===== config.mk =====
export PLATFORM = sky130hd
export DESIGN_NAME = word32_tx16
export DESIGN_NICKNAME = d
export VERILOG_FILES = /design/src/rtl/word32_tx16.sv
export SDC_FILE = /design/constraint.sdc
export NUM_CORES = 1
export LEC_CHECK = 0
export BUFFER_PORTS_ARGS = -buffer_cell sky130_fd_sc_hd__buf_4
export CAP_MARGIN = 20
export CORE_ASPECT_RATIO = 0.9
export CORE_MARGIN = 5
export CORE_UTILIZATION = 30
export CTS_CLUSTER_SIZE = 40
export DETAILED_ROUTE_END_ITERATION = 10
export MAX_ROUTING_LAYER = met4
export SLEW_MARGIN = 20
export SYNTH_ARGS = -nofsm -noshare
export SYNTH_HDL_FRONTEND = slang
export SYNTH_SLANG_ARGS = --single-unit

===== constraint.sdc =====
create_clock -name clk -period 6.9 [get_ports clk]
set_clock_uncertainty 0.05 [all_clocks]
set_input_delay 0.345 -clock clk [delete_from_list [all_inputs] [get_ports clk]]
set_output_delay 0.345 -clock clk [all_outputs]
set_load 0.1 [all_outputs]

===== src/rtl/word32_tx16.sv =====
// Transmit half of the two-phase 16-bit word transfer: sends a 32-bit word MSB half first,
// framed by strb1 (start) and strb2 (switch to LSB half), then pulses done.
module word32_tx16 #(
    parameter int HOLD_CYCLES = 2,
    parameter int LO_CYCLES   = 2,
    parameter int CNT_W       = 8
) (
    input  logic             clk,
    input  logic             rst,
    input  logic             load,
    input  logic [31:0]      data_in,
    output logic [15:0]      x_out,
    output logic             strb1,
    output logic             strb2,
    output logic             busy,
    output logic             done,
    output logic [CNT_W-1:0] tx_count
);

    typedef enum logic [2:0] {IDLE, START, HI, LO, DONE} state_t;

    localparam logic [7:0] HI_LAST = 8'(HOLD_CYCLES - 1);
    localparam logic [7:0] LO_LAST = 8'(LO_CYCLES - 1);

    state_t           state_q, state_d;
    logic [31:0]      word_q, word_d;
    logic [7:0]       hold_q, hold_d;
    logic [15:0]      x_q, x_d;
    logic             strb1_q, strb1_d;
    logic             strb2_q, strb2_d;
    logic             busy_q, busy_d;
    logic             done_q, done_d;
    logic [CNT_W-1:0] cnt_q, cnt_d;

    // Outputs are decoded from the next state so every output comes straight from a flop.
    always_comb begin
        state_d = state_q;
        word_d  = word_q;
        hold_d  = hold_q;
        cnt_d   = cnt_q;
        x_d     = '0;
        strb1_d = 1'b0;
        strb2_d = 1'b0;
        busy_d  = 1'b0;
        done_d  = 1'b0;

        case (state_q)
            IDLE: begin
                if (load) begin
                    word_d  = data_in;
                    state_d = START;
                end
            end
            START: begin
                state_d = HI;
                hold_d  = '0;
            end
            HI: begin
                if (hold_q == HI_LAST) begin
                    state_d = LO;
                    hold_d  = '0;
                end else begin
                    hold_d = hold_q + 8'd1;
                end
            end
            LO: begin
                if (hold_q == LO_LAST) begin
                    state_d = DONE;
                end else begin
                    hold_d = hold_q + 8'd1;
                end
            end
            DONE:    state_d = IDLE;
            default: state_d = IDLE;
        endcase

        case (state_d)
            START: begin
                x_d     = word_d[31:16];
                strb1_d = 1'b1;
                busy_d  = 1'b1;
            end
            HI: begin
                x_d     = word_d[31:16];
                strb2_d = (hold_d == HI_LAST);
                busy_d  = 1'b1;
            end
            LO: begin
                x_d    = word_d[15:0];
                busy_d = 1'b1;
            end
            DONE: begin
                x_d    = word_d[15:0];
                done_d = 1'b1;
                cnt_d  = cnt_q + CNT_W'(1);
            end
            default: x_d = '0;
        endcase
    end

    always_ff @(posedge clk or posedge rst) begin
        if (rst) begin
            state_q <= IDLE;
            word_q  <= '0;
            hold_q  <= '0;
            x_q     <= '0;
            strb1_q <= 1'b0;
            strb2_q <= 1'b0;
            busy_q  <= 1'b0;
            done_q  <= 1'b0;
            cnt_q   <= '0;
        end else begin
            state_q <= state_d;
            word_q  <= word_d;
            hold_q  <= hold_d;
            x_q     <= x_d;
            strb1_q <= strb1_d;
            strb2_q <= strb2_d;
            busy_q  <= busy_d;
            done_q  <= done_d;
            cnt_q   <= cnt_d;
        end
    end

    assign x_out    = x_q;
    assign strb1    = strb1_q;
    assign strb2    = strb2_q;
    assign busy     = busy_q;
    assign done     = done_q;
    assign tx_count = cnt_q;

endmodule

==> flow_summary.yaml <==
outcome:
  run_status: "finished, final reports clean"
sta:
  slew_viol_final: 0
  final.period_utilization: 0.385
  maxSlewHeadroom: 0.400
  hold_slack_ns: 0.195
  grt_setup_unrepaired: "no"
  timing.fmax_mhz: 376
  min_period_ns: 2.66
  max_slew.worst_pin.slew_ns: 0.901
  hold_viol: 0
  tns_ns: 0
  finalSetupViolCount: 0
global_route:
  grt_max_degree: 72
  overflow: 0
  grt_pass1_wl_um: 11000
  grt_usage: 0.119
  grt_pass1_vias: 2202
  antenna_found_initial: 0
detailed_routing:
  drc: 0
  dr_total_vias: 2065
  drtIter0Drc: 114
  drt_pass1_iterations: 4
  wl_um: 6480
  wl_per_cell_um: 14.5
  viasPerCell: 4.62
  drtAntennaViolNets: 0
worst_setup_path:
  r2r-start: "hold_q[1]"
  reg2reg_depth: 11
  r2r_end: "strb2"
  start_kind: "flip-flop"
  slowest_stage: "or3b_2"
  slowest_delay_ns: 0.53
  crit_required_ns: 7.07
  cp_cell_sequence: "inv_1, ha_1, or3b_2, nor2_1, inv_1, ha_1, nand2_1, o211ai_1, a21oi_1, o2111ai_1, nor4_1"
  crit_start: "hold_q[1]"
  critPathArrivalTime_ns: 2.83
  endpoint_kind: "flip-flop"
  cpLargestDelayFamily: "simple AND/OR/NAND/NOR gates"
  reg2reg_slack_ns: 4.24
  worst-path-buf-inv: 2
  crit_type: "flip-flop to flip-flop"
  crit_fanout: 5
layout:
  n_fill_cell: 972
  diodes: 0
  nets: 355
  drive_gt1_frac: 0.343
  syn_to_final_growth_pct: 30.7
clock_network:
  clk_pin_slew_worst_paths_ns: 0.06
  cts-buffers-inserted: 9
  ctsHoldBuffers: 0
  cts.htree.levels: 3
  clockBufferDepth: 2
  cts_tree: "done"
  cts_sinks: 71
  clkLatencyLatePin_ns: 0.32
  root_buffer: "clkbuf_16"
  cts_resized: 0
  cts_setup_buffers: 0
synth:
  yosysMostFrequentCell: "dfrtp_1"
  syn_area_per_cell_um2: 12.1
  synthArstFlopShare: 1.00
  ys_types: 43
  synth_top_area_frac: 0.585
  syn_inst: 251
  netlist_area_um2: 3040
  synthesis.nets: 290
  ys_top_cells_by_area: "dfrtp_1 (59%), mux2_2 (6.3%), mux2i_1 (5.3%)"
  synth-edff-count: 0
  yosys.area.top_type: "dfrtp_1"
  synthFlopType: "dfrtp_1"
  ys_seq_area_frac: 0.585
  ys_warn_count: 0
  synthTopCellsByCount: "dfrtp_1 (71), o21ai_0 (23), inv_1 (21)"
  ys_ff_latch: 71
floorplanning:
  num_io_pins: 63
  start_util: 0.310
  die-area_um2: 12200
  fp-row-count: 34
  core_um2: 9780
  die_y_um: 105
  die_w_um: 116
run:
  cap_violations: 0
placement:
  gp_congestion: 0.891
  io_buffers: 62
  hpwl_um: 4350
hold_path:
  hold_path_end: "word_q[30]"
  hp-start: "data_in[30]"
  min_path_cells: 3
  min_path_type: "input pin to flip-flop"
final cells by class:
class / instances / area [µm²] / area share
Clock inverter: 5 / 104 / 0.0262
Inverter: 21 / 78.8 / 0.0199
Multi-Input combinational cell: 149 / 1120 / 0.281
Tap cell: 126 / 158 / 0.0397
Timing Repair Buffer: 64 / 480 / 0.121
Sequential cell: 71 / 1780 / 0.448
Clock buffer: 11 / 253 / 0.0637
worst max-delay path by stage:
stage                end  slack (ns)  cells past startpoint
3_5_place_dp   x_out[12]        4.15                      7
6_report           strb2        4.24                     11
4_1_cts        x_out[12]        4.15                      7
5_1_grt            strb2        3.95                     11
2_1_floorplan      strb2        4.52                     12
3_3_place_gp   x_out[14]        4.30                      7
flip-flops by register name, indices dropped and copies added, names as in the netlist:
name      count
strb1         1
done          1
strb2         1
busy          1
hold_q        8
word_q       32
tx_count      8
state_q       3
x_out        16
stage by stage:
| stage | setup slack, ns | util | instance area, µm² | cells |
|---|---|---|---|---|
| 5_1_grt | 3.95 | 0.405 | 3970 | 447 |
| 6_report | 4.24 | 0.405 | 3970 | 447 |
| 4_1_cts | 4.15 | 0.405 | 3970 | 447 |
| 2_1_floorplan | 4.52 | - | 3040 | 251 |
| 3_5_place_dp | 4.15 | 0.369 | 3610 | 431 |
| 3_3_place_gp | 4.30 | 0.369 | 3610 | 431 |
layer usage:
metal  wire length (µm)  GRT usage
met5                  0          -
met4                138     0.0497
met3                498     0.0344
met2               3030      0.176
met1               2810      0.152
worst register-to-register path: cells and delay by family (launching register included):
kind	cells	cell delay (ns)
DFF	1	0.40
adders and majority gates	2	0.44
and+or+nand+nor	4	1.07
buffers and inverters	2	0.19
AOI/OAI and AO/OA	3	0.39
cell families after synthesis:
family / after synthesis / synth area share
compound gates: 41 / 0.0800
xor+xnor: 9 / 0.0260
fa+ha+maj: 4 / 0.0165
buf+inv: 31 / 0.0482
flops: 71 / 0.585
mux: 33 / 0.116
simple gates: 62 / 0.128
layout by cell type, fill, tap and decap left out, drive strengths merged:
cell type and count:
a211oi 1, a21oi 4, a22o 1, a31oi 3, a41oi 1, and3 3, buf 64, bufinv 3
clkbuf 11, clkinv 2, dfrtp 71, ha 4, inv 21, mux2 17, mux2i 16, nand2 15
nand2b 18, nand3 4, nand4 4, nor2 6, nor2b 1, nor3 1, nor4 3, nor4b 1
o2111ai 1, o211ai 1, o21a 1, o21ai 25, o22ai 1, o311ai 1, o31ai 1, or2 2
or3 2, or3b 1, or4 1, xnor2 5, xor2 4
Power is left out: the tool's default activity adds up to more than one toggle a clock period on the data nets, which glitch-free logic cannot reach.
